<file path="src/rtl/seg_pkg.sv">
// seg_pkg: constants and the hex-to-segment table shared by the scan mux,
// its decoder and its bus interface.
//   SEG_OFF  : all segments dark (active-low, so every bit high)
//   HEX_SEG  : active-low segment pattern per hex digit, bit 0 = a .. bit 6 = g
package seg_pkg;

  typedef logic [6:0] seg_t;

  localparam seg_t SEG_OFF = 7'h7F;

  // Index 15 is written first so that HEX_SEG[n] selects the pattern for n.
  localparam logic [15:0][6:0] HEX_SEG = {
    7'h0E,  // F
    7'h06,  // E
    7'h21,  // d
    7'h46,  // C
    7'h03,  // b
    7'h08,  // A
    7'h10,  // 9
    7'h00,  // 8
    7'h78,  // 7
    7'h02,  // 6
    7'h12,  // 5
    7'h19,  // 4
    7'h30,  // 3
    7'h24,  // 2
    7'h79,  // 1
    7'h40   // 0
  };

endpackage

</file>
<file path="src/rtl/seg_scan_mux_if.sv">
// seg_scan_mux_if: load bus and display drive of the seven-segment scanner.
//   load        : one-cycle strobe capturing value/blank_mask/blink_mask
//   value       : hex nibbles, digit i = value[4i+3:4i]
//   blank_mask  : bit i set = digit i dark
//   blink_mask  : bit i set = digit i blinks
//   seg         : active-low segments, seg[0]=a .. seg[6]=g
//   an          : active-low anodes, at most one low
//   frame_start : one-cycle pulse after each frame boundary
// master = the block issuing loads and watching the display, slave = scanner.
interface seg_scan_mux_if #(
  parameter int NUM_DIGITS = 4
);
  import seg_pkg::*;

  logic                    load;
  logic [4*NUM_DIGITS-1:0] value;
  logic [NUM_DIGITS-1:0]   blank_mask;
  logic [NUM_DIGITS-1:0]   blink_mask;
  seg_t                    seg;
  logic [NUM_DIGITS-1:0]   an;
  logic                    frame_start;

  modport master (
    output load, value, blank_mask, blink_mask,
    input  seg, an, frame_start
  );

  modport slave (
    input  load, value, blank_mask, blink_mask,
    output seg, an, frame_start
  );

endinterface

</file>
<file path="src/rtl/hex_to_seg.sv">
// hex_to_seg: purely combinational hex digit to active-low segment decoder.
//   hex : 4-bit digit
//   seg : active-low segments, bit 0 = a .. bit 6 = g
module hex_to_seg
  import seg_pkg::*;
(
  input  logic [3:0] hex,
  output seg_t       seg
);

  assign seg = HEX_SEG[hex];

endmodule

</file>
<file path="src/rtl/seg_scan_mux.sv">
// seg_scan_mux: time-multiplexed seven-segment driver with frame-synchronous
// update, per-digit blanking and blinking.
//   clk  : system clock, rising edge
//   btnR : asynchronous active-high reset
//   bus  : seg_scan_mux_if slave (load/value/masks in, seg/an/frame_start out)
// Loads land in a pending buffer and are promoted to the display shadow only
// at a frame boundary, so a frame never shows a mix of old and new data.
module seg_scan_mux
  import seg_pkg::*;
#(
  parameter int NUM_DIGITS  = 4,
  parameter int REFRESH_DIV = 100000,
  parameter int BLINK_DIV   = 256
) (
  input  logic         clk,
  input  logic         btnR,
  seg_scan_mux_if.slave bus
);

  localparam int CNT_W = $clog2(REFRESH_DIV);
  localparam int IDX_W = (NUM_DIGITS > 1) ? $clog2(NUM_DIGITS) : 1;
  localparam int FRM_W = (BLINK_DIV > 1) ? $clog2(BLINK_DIV) : 1;

  localparam logic [CNT_W-1:0] CNT_LAST = CNT_W'(REFRESH_DIV - 1);
  localparam logic [IDX_W-1:0] IDX_LAST = IDX_W'(NUM_DIGITS - 1);
  localparam logic [FRM_W-1:0] FRM_LAST = FRM_W'(BLINK_DIV - 1);

  // scan position
  logic [CNT_W-1:0]        cnt_reg, cnt_next;
  logic [IDX_W-1:0]        idx_reg, idx_next;
  logic                    boundary;

  // blink timing
  logic [FRM_W-1:0]        frm_reg, frm_next;
  logic                    blink_phase_reg, blink_phase_next;

  // pending load buffer
  logic                    pend_valid_reg, pend_valid_next;
  logic [4*NUM_DIGITS-1:0] pend_value_reg, pend_value_next;
  logic [NUM_DIGITS-1:0]   pend_blank_reg, pend_blank_next;
  logic [NUM_DIGITS-1:0]   pend_blink_reg, pend_blink_next;

  // display shadow, stable for a whole frame
  logic [4*NUM_DIGITS-1:0] shd_value_reg, shd_value_next;
  logic [NUM_DIGITS-1:0]   shd_blank_reg, shd_blank_next;
  logic [NUM_DIGITS-1:0]   shd_blink_reg, shd_blink_next;

  // output registers
  seg_t                    seg_reg, seg_next;
  logic [NUM_DIGITS-1:0]   an_reg, an_next;
  logic                    frame_start_reg;

  logic                    digit_dark;
  logic                    lit;
  logic [3:0]              nibble;
  seg_t                    dec_seg;

  assign boundary = (cnt_reg == CNT_LAST) && (idx_reg == IDX_LAST);

  always_comb begin
    cnt_next = cnt_reg + CNT_W'(1);
    idx_next = idx_reg;
    if (cnt_reg == CNT_LAST) begin
      cnt_next = '0;
      idx_next = (idx_reg == IDX_LAST) ? '0 : idx_reg + IDX_W'(1);
    end
  end

  always_comb begin
    frm_next         = frm_reg;
    blink_phase_next = blink_phase_reg;
    if (boundary) begin
      if (frm_reg == FRM_LAST) begin
        frm_next         = '0;
        blink_phase_next = ~blink_phase_reg;
      end else begin
        frm_next = frm_reg + FRM_W'(1);
      end
    end
  end

  // A load on the boundary cycle goes straight to the shadow so it shows in
  // the very next frame; whatever was pending is superseded by it.
  always_comb begin
    pend_valid_next = pend_valid_reg;
    pend_value_next = pend_value_reg;
    pend_blank_next = pend_blank_reg;
    pend_blink_next = pend_blink_reg;
    shd_value_next  = shd_value_reg;
    shd_blank_next  = shd_blank_reg;
    shd_blink_next  = shd_blink_reg;
    if (bus.load && boundary) begin
      shd_value_next  = bus.value;
      shd_blank_next  = bus.blank_mask;
      shd_blink_next  = bus.blink_mask;
      pend_valid_next = 1'b0;
    end else if (bus.load) begin
      pend_value_next = bus.value;
      pend_blank_next = bus.blank_mask;
      pend_blink_next = bus.blink_mask;
      pend_valid_next = 1'b1;
    end else if (boundary && pend_valid_reg) begin
      shd_value_next  = pend_value_reg;
      shd_blank_next  = pend_blank_reg;
      shd_blink_next  = pend_blink_reg;
      pend_valid_next = 1'b0;
    end
  end

  // Blank wins over blink simply because either one darkens the digit.
  assign digit_dark = shd_blank_reg[idx_reg] |
                      (shd_blink_reg[idx_reg] & blink_phase_reg);
  // Slot position 0 is kept dark to hide anode switching ghosting.
  assign lit    = (cnt_reg != '0) && !digit_dark;
  assign nibble = shd_value_reg[{idx_reg, 2'b00} +: 4];

  hex_to_seg u_hex_to_seg (
    .hex (nibble),
    .seg (dec_seg)
  );

  assign seg_next = lit ? dec_seg : SEG_OFF;

  for (genvar gi = 0; gi < NUM_DIGITS; gi++) begin : g_anode
    assign an_next[gi] = !(lit && (idx_reg == IDX_W'(gi)));
  end

  always_ff @(posedge clk or posedge btnR) begin
    if (btnR) begin
      cnt_reg         <= '0;
      idx_reg         <= '0;
      frm_reg         <= '0;
      blink_phase_reg <= 1'b0;
      pend_valid_reg  <= 1'b0;
      pend_value_reg  <= '0;
      pend_blank_reg  <= '1;
      pend_blink_reg  <= '0;
      shd_value_reg   <= '0;
      shd_blank_reg   <= '1;
      shd_blink_reg   <= '0;
      seg_reg         <= SEG_OFF;
      an_reg          <= '1;
      frame_start_reg <= 1'b0;
    end else begin
      cnt_reg         <= cnt_next;
      idx_reg         <= idx_next;
      frm_reg         <= frm_next;
      blink_phase_reg <= blink_phase_next;
      pend_valid_reg  <= pend_valid_next;
      pend_value_reg  <= pend_value_next;
      pend_blank_reg  <= pend_blank_next;
      pend_blink_reg  <= pend_blink_next;
      shd_value_reg   <= shd_value_next;
      shd_blank_reg   <= shd_blank_next;
      shd_blink_reg   <= shd_blink_next;
      seg_reg         <= seg_next;
      an_reg          <= an_next;
      frame_start_reg <= boundary;
    end
  end

  assign bus.seg         = seg_reg;
  assign bus.an          = an_reg;
  assign bus.frame_start = frame_start_reg;

endmodule

</file>
<file path="src/flat_wrapper.sv">
// flat-port wrapper written by rule: the top's interface ports become plain ports
module seg_scan_mux_flat import seg_pkg::*;
#(
  parameter int NUM_DIGITS  = 4,
  parameter int REFRESH_DIV = 100000,
  parameter int BLINK_DIV   = 256
)
  (clk, btnR, bus_load, bus_value, bus_blank_mask, bus_blink_mask, bus_seg, bus_an, bus_frame_start);
  seg_scan_mux_if #(.NUM_DIGITS(NUM_DIGITS)) bus_i ();
  input  logic clk;
  input  logic btnR;
  input wire logic [$bits(bus_i.load)-1:0] bus_load;
  input wire logic [$bits(bus_i.value)-1:0] bus_value;
  input wire logic [$bits(bus_i.blank_mask)-1:0] bus_blank_mask;
  input wire logic [$bits(bus_i.blink_mask)-1:0] bus_blink_mask;
  output wire logic [$bits(bus_i.seg)-1:0] bus_seg;
  output wire logic [$bits(bus_i.an)-1:0] bus_an;
  output wire logic [$bits(bus_i.frame_start)-1:0] bus_frame_start;
  assign bus_i.load = bus_load;
  assign bus_i.value = bus_value;
  assign bus_i.blank_mask = bus_blank_mask;
  assign bus_i.blink_mask = bus_blink_mask;
  assign bus_seg = bus_i.seg;
  assign bus_an = bus_i.an;
  assign bus_frame_start = bus_i.frame_start;
  seg_scan_mux #(.NUM_DIGITS(NUM_DIGITS), .REFRESH_DIV(REFRESH_DIV), .BLINK_DIV(BLINK_DIV)) u_core (.clk(clk), .btnR(btnR), .bus(bus_i));
endmodule
</file>
<file path="config.mk">
export PLATFORM = sky130hd
export DESIGN_NAME = seg_scan_mux_flat
export DESIGN_NICKNAME = d
export VERILOG_FILES = /design/src/rtl/seg_pkg.sv /design/src/rtl/seg_scan_mux_if.sv /design/src/rtl/hex_to_seg.sv /design/src/rtl/seg_scan_mux.sv /design/src/flat_wrapper.sv
export SDC_FILE = /design/constraint.sdc
export NUM_CORES = 1
export LEC_CHECK = 0
export BUFFER_PORTS_ARGS = -buffer_cell sky130_fd_sc_hd__buf_2
export CORE_MARGIN = 2
export CORE_UTILIZATION = 44
export CTS_CLUSTER_DIAMETER = 120
export CTS_CLUSTER_SIZE = 40
export DETAILED_ROUTE_END_ITERATION = 6
export HOLD_SLACK_MARGIN = 0.03
export PLACE_DENSITY = 0.73
export SLEW_MARGIN = 40
export SYNTH_ARGS = -nofsm -noshare
export SYNTH_HDL_FRONTEND = slang
export SYNTH_SLANG_ARGS = --single-unit
</file>
<file path="constraint.sdc">
create_clock -name clk -period 2.86 [get_ports clk]
set_clock_uncertainty 0.05 [all_clocks]
set_input_delay 0 -clock clk [delete_from_list [all_inputs] [get_ports clk]]
set_output_delay 0 -clock clk [all_outputs]
set_load 0.005 [all_outputs]
</file>
==> reports/metrics.sh <==
WORST_SETUP_PATH_START_KIND='flop'
CELLPOWERDENSITY_nW_PER_UM2=459.2
POST-ROUTE-DRC-COUNT=0
FIN_SETUP_TNS_NS=0
POSTPLACECELLAREA_UM2=4888
REMAINING_OVERFLOW_GRT=0
MAX_FFS_PER_REGISTER=17
TRITONCTS='done'
CTS.SINK_COUNT=89
CP_CELL_SEQUENCE='mux4_2, inv_1, ha_1, mux2i_1, mux2_2, o211ai_1'
STDCELL_AREA_UM2=5335
RSZ0062_AT_GRT='false'
NUM-NETS-FINAL=481
CRITICAL_PATH.ENDPOINT_TYPE='flop'
MOST_FREQUENTLY_USED_CELL_TYPE_IN_THE_POST_SYNTHESIS_NETLIST='sky130_fd_sc_hd__dfrtp_1'
CTSLONGESTPATHBUFFERS=2
REPORT.POWER.TOTAL_W=0.002450
CRITPATHKIND='reg -> reg'
POST_SYN_NETS=419
MAX_SLEW.WORST_PIN.SLEW_NS=0.5221
SYNTH-EDFF-COUNT=0
DRTANTENNAVIOLNETS=0
DRTPASS1ITERATIONS=4
R2R_DEPTH=6
GRT_PASS1_WL_UM=15760
RELSLEWSLACK_PCT=65.19
ASYNCSETRESETFLOPFRACSYNTH_PCT=100.0
SYNTH-SEQ-AREA-SHARE_PCT=49.11
GRT.TOTAL_USAGE_PCT=17.57
SYNTHESIS.AREA_UM2=4583
CLK_ROOT_BUFFER_CELL='sky130_fd_sc_hd__clkbuf_8'
FINAL_HOLD_VIOL_COUNT=0
CTS-BUFFERS-INSERTED=9
GRT_PASS1_VIAS=3188
CHIPWIDTH_UM=106.1
DRIVE_ABOVE_1_SHARE_PCT=28.70
ROUTED_VIA_COUNT=3125
GRT_START_MAX_NET_PINS=49
ARRIVAL_NS=2.58
LAYOUT.FILLER_CELLS=883
SYNTH_TOP_CELL_AREA_SHARE_PCT=38.22
YOSYSWARNINGS=0
PLACEMENT_ROWS=37
DIE-HEIGHT_UM=106.1
PLACEABLE_CORE_REGION_UM2=10230
ANTENNA_FOUND_INITIAL=0
WP_DATA_REQUIRED_NS=3.09
SYNTH_TO_FINAL_AREA_CHANGE_PCT=16.41
YS_TOP_CELLS_BY_COUNT='sky130_fd_sc_hd__dfrtp_1 (70), sky130_fd_sc_hd__mux2_2 (29), sky130_fd_sc_hd__mux2i_1 (29)'
GP_ROUTABILITY_CONGESTION=0.8036
PRE_CTS_WS_NS=0.5021
SETUP_VIOL_COUNT_FINAL=0
VIAS_PER_CELL=5.369
CTS_SETUP_BUFFERS=0
VDD_DROP_MAX_mV=0.2639
HALF_PERIMETER_WIRE_LENGTH_OF_THE_DETAILED_PLACEMENT_RESULT_UM=6323
LEAKAGE_nW=2.362
SYNTH.AVG_CELL_AREA_UM2=12.09
SYNTH_CELL_TYPE_COUNT=53
MOST_COMMON_FLOP_CELL_MAPPED_BY_YOSYS='sky130_fd_sc_hd__dfrtp_1'
WORST_SLACK_NS=0.5083
CTS_MAX_LEVEL=3
PATH_CLK_SLEW_NS=0.10
TIMING.CRITICAL_PATH.SLOWEST_CELL_DELAY_NS=0.64
PEAK_FANOUT_ALONG_THE_CRITICAL_PATH=12
RRSETUPSLACK_NS=0.51
IO_BUFFER_COUNT=38
WORST_R2R_ENDPOINT='u_core.bus.seg[0]'
YOSYS_REGISTER_BITS=89
CRIT-REG2REG-LAUNCH='u_core.idx_reg[0]'
REPORT.FINAL.SLEW_VIOL_COUNT=0
SYNTH_CELLS=379
INITIAL_CORE_UTILIZATION_PCT=44.80
CRITICAL_PATH.SLOWEST_CELL='sky130_fd_sc_hd__mux4_2'
WORSTHOLDPATHTYPE='in -> async'
HOLDBUFCOUNTCTS=26
POST-SYNTH-TOP-AREA-CELL='sky130_fd_sc_hd__dfrtp_1'
FMAXACHIEVABLE_MHz=425.2
POST-ROUTE-PERIOD-UTIL_PCT=82.23
DIE_AREA_UM2=11250
SYNTH.AREA.TOP_CELLS='sky130_fd_sc_hd__dfrtp_1 (38%), sky130_fd_sc_hd__dfstp_2 (11%), sky130_fd_sc_hd__mux2_2 (7.1%)'
FINALWORSTPATHREQUIREDPERIOD_NS=2.352
OUTCOME='finished clean'
DRT_FIRST_ITER_VIOLATIONS=206
POST_DRT_WL_PER_CELL_UM=15.63
MAX_CAP_VIOLATIONS=0
CLK-INSERTION-DELAY-LATE_NS=0.36
NUM_ANTENNA_CELLS=0
IO-PIN-COUNT=39
CTS-RESIZED-GATES=0
FINALWIRELENGTH_UM=9097
cell families (layout without fill, tap and decap cells):
logic type      Yosys count  count (layout)  synth area share [%]
simple gates            113             113                 15.07
flops                    89              89                 49.11
mux                      64              64                 16.41
compound gates           49              49                 8.436
buf+inv                  32              99                 3.795
xor+xnor                 19              19                 3.631
fa+ha+maj                13              13                 3.549
stage by stage:
step	std cells	utilization [%]	hold WS (ns)
4_1_cts	582	52.13	0.2415
3_5_place_dp	540	47.78	0.08804
2_1_floorplan	379	-	0.1005
6_report	582	52.15	0.1834
3_3_place_gp	540	47.78	0.08746
5_1_grt	582	52.15	0.2217
layout make-up:
| cell class | count | area, µm² | area share [%] |
|---|---|---|---|
| flip-flops and latches | 89 | 2251 | 42.19 |
| multi-input cells | 258 | 2158 | 40.45 |
| repair buffers | 73 | 530.5 | 9.944 |
| well taps | 136 | 170.2 | 3.189 |
| clock buffers | 9 | 123.9 | 2.322 |
| clock inverters | 7 | 61.31 | 1.149 |
| inverters | 10 | 40.04 | 0.7505 |
worst max-delay path by stage:
stage	from	endpoint	slack [ns]
floorplan	btnR	u_core.blink_phase_reg	0.53
global placement	u_core.idx_reg[0]	u_core.bus.seg[2]	0.60
detailed placement	u_core.idx_reg[0]	u_core.bus.seg[0]	0.50
CTS	u_core.idx_reg[0]	u_core.bus.seg[0]	0.48
global route	u_core.idx_reg[0]	u_core.bus.seg[0]	0.30
finish	u_core.idx_reg[0]	u_core.bus.seg[0]	0.51
critical path, delay by kind of cell, from the launching register on:
kind	cells	cell delay, ns
AOI/OAI and AO/OA	1	0.18
adders and majority gates	1	0.27
buffers and inverters	1	0.14
DFF	1	0.61
muxes	3	1.03
report_power, final:
group          switching (W)  total, W  internal [W]  leakage (nW)
registers          0.0000314   0.00136       0.00133          1.07
clock network       0.000489  0.000820      0.000331        0.0884
logic               0.000119  0.000269      0.000150          1.21
layer usage:
layer	track usage, %	up-vias	routed length [µm]
li1	-	1492	-
met1	23.91	1557	4299
met2	28.76	70	4279
met3	2.820	6	408
met4	6.015	0	110
met5	0	-	0
cells in the final DEF, fill, tap and decap left out, types with 2 or more instances in the layout:
cell	netlist	layout
sky130_fd_sc_hd__nand3_1	10	10
sky130_fd_sc_hd__o211ai_1	5	5
sky130_fd_sc_hd__xor2_1	11	11
sky130_fd_sc_hd__xnor2_1	8	8
sky130_fd_sc_hd__nor4b_1	2	2
sky130_fd_sc_hd__nor2b_1	4	4
sky130_fd_sc_hd__nor2_1	14	14
sky130_fd_sc_hd__dfrtp_1	70	70
sky130_fd_sc_hd__and3_1	2	2
sky130_fd_sc_hd__mux4_2	6	6
sky130_fd_sc_hd__inv_1	10	9
sky130_fd_sc_hd__and2_1	3	3
sky130_fd_sc_hd__a21oi_1	3	3
sky130_fd_sc_hd__clkbuf_8	0	9
sky130_fd_sc_hd__o21bai_1	2	2
sky130_fd_sc_hd__clkinvlp_4	0	2
sky130_fd_sc_hd__clkinv_4	0	2
sky130_fd_sc_hd__dlygate4sd3_1	0	26
sky130_fd_sc_hd__or3b_2	2	2
sky130_fd_sc_hd__and4_1	6	6
sky130_fd_sc_hd__mux2i_1	29	29
sky130_fd_sc_hd__buf_2	10	38
sky130_fd_sc_hd__inv_6	0	2
sky130_fd_sc_hd__ha_1	13	13
sky130_fd_sc_hd__dfstp_2	19	19
sky130_fd_sc_hd__nor4_1	2	2
sky130_fd_sc_hd__nand2b_1	24	24
sky130_fd_sc_hd__buf_4	3	8
sky130_fd_sc_hd__mux2_2	29	29
sky130_fd_sc_hd__o21ai_0	5	5
sky130_fd_sc_hd__a2bb2oi_1	25	25
sky130_fd_sc_hd__nor3_1	8	8
sky130_fd_sc_hd__nand4_1	6	6
sky130_fd_sc_hd__or4_1	2	2
sky130_fd_sc_hd__nand2_1	16	16
Note: power is estimated with default switching activity, not from simulation.
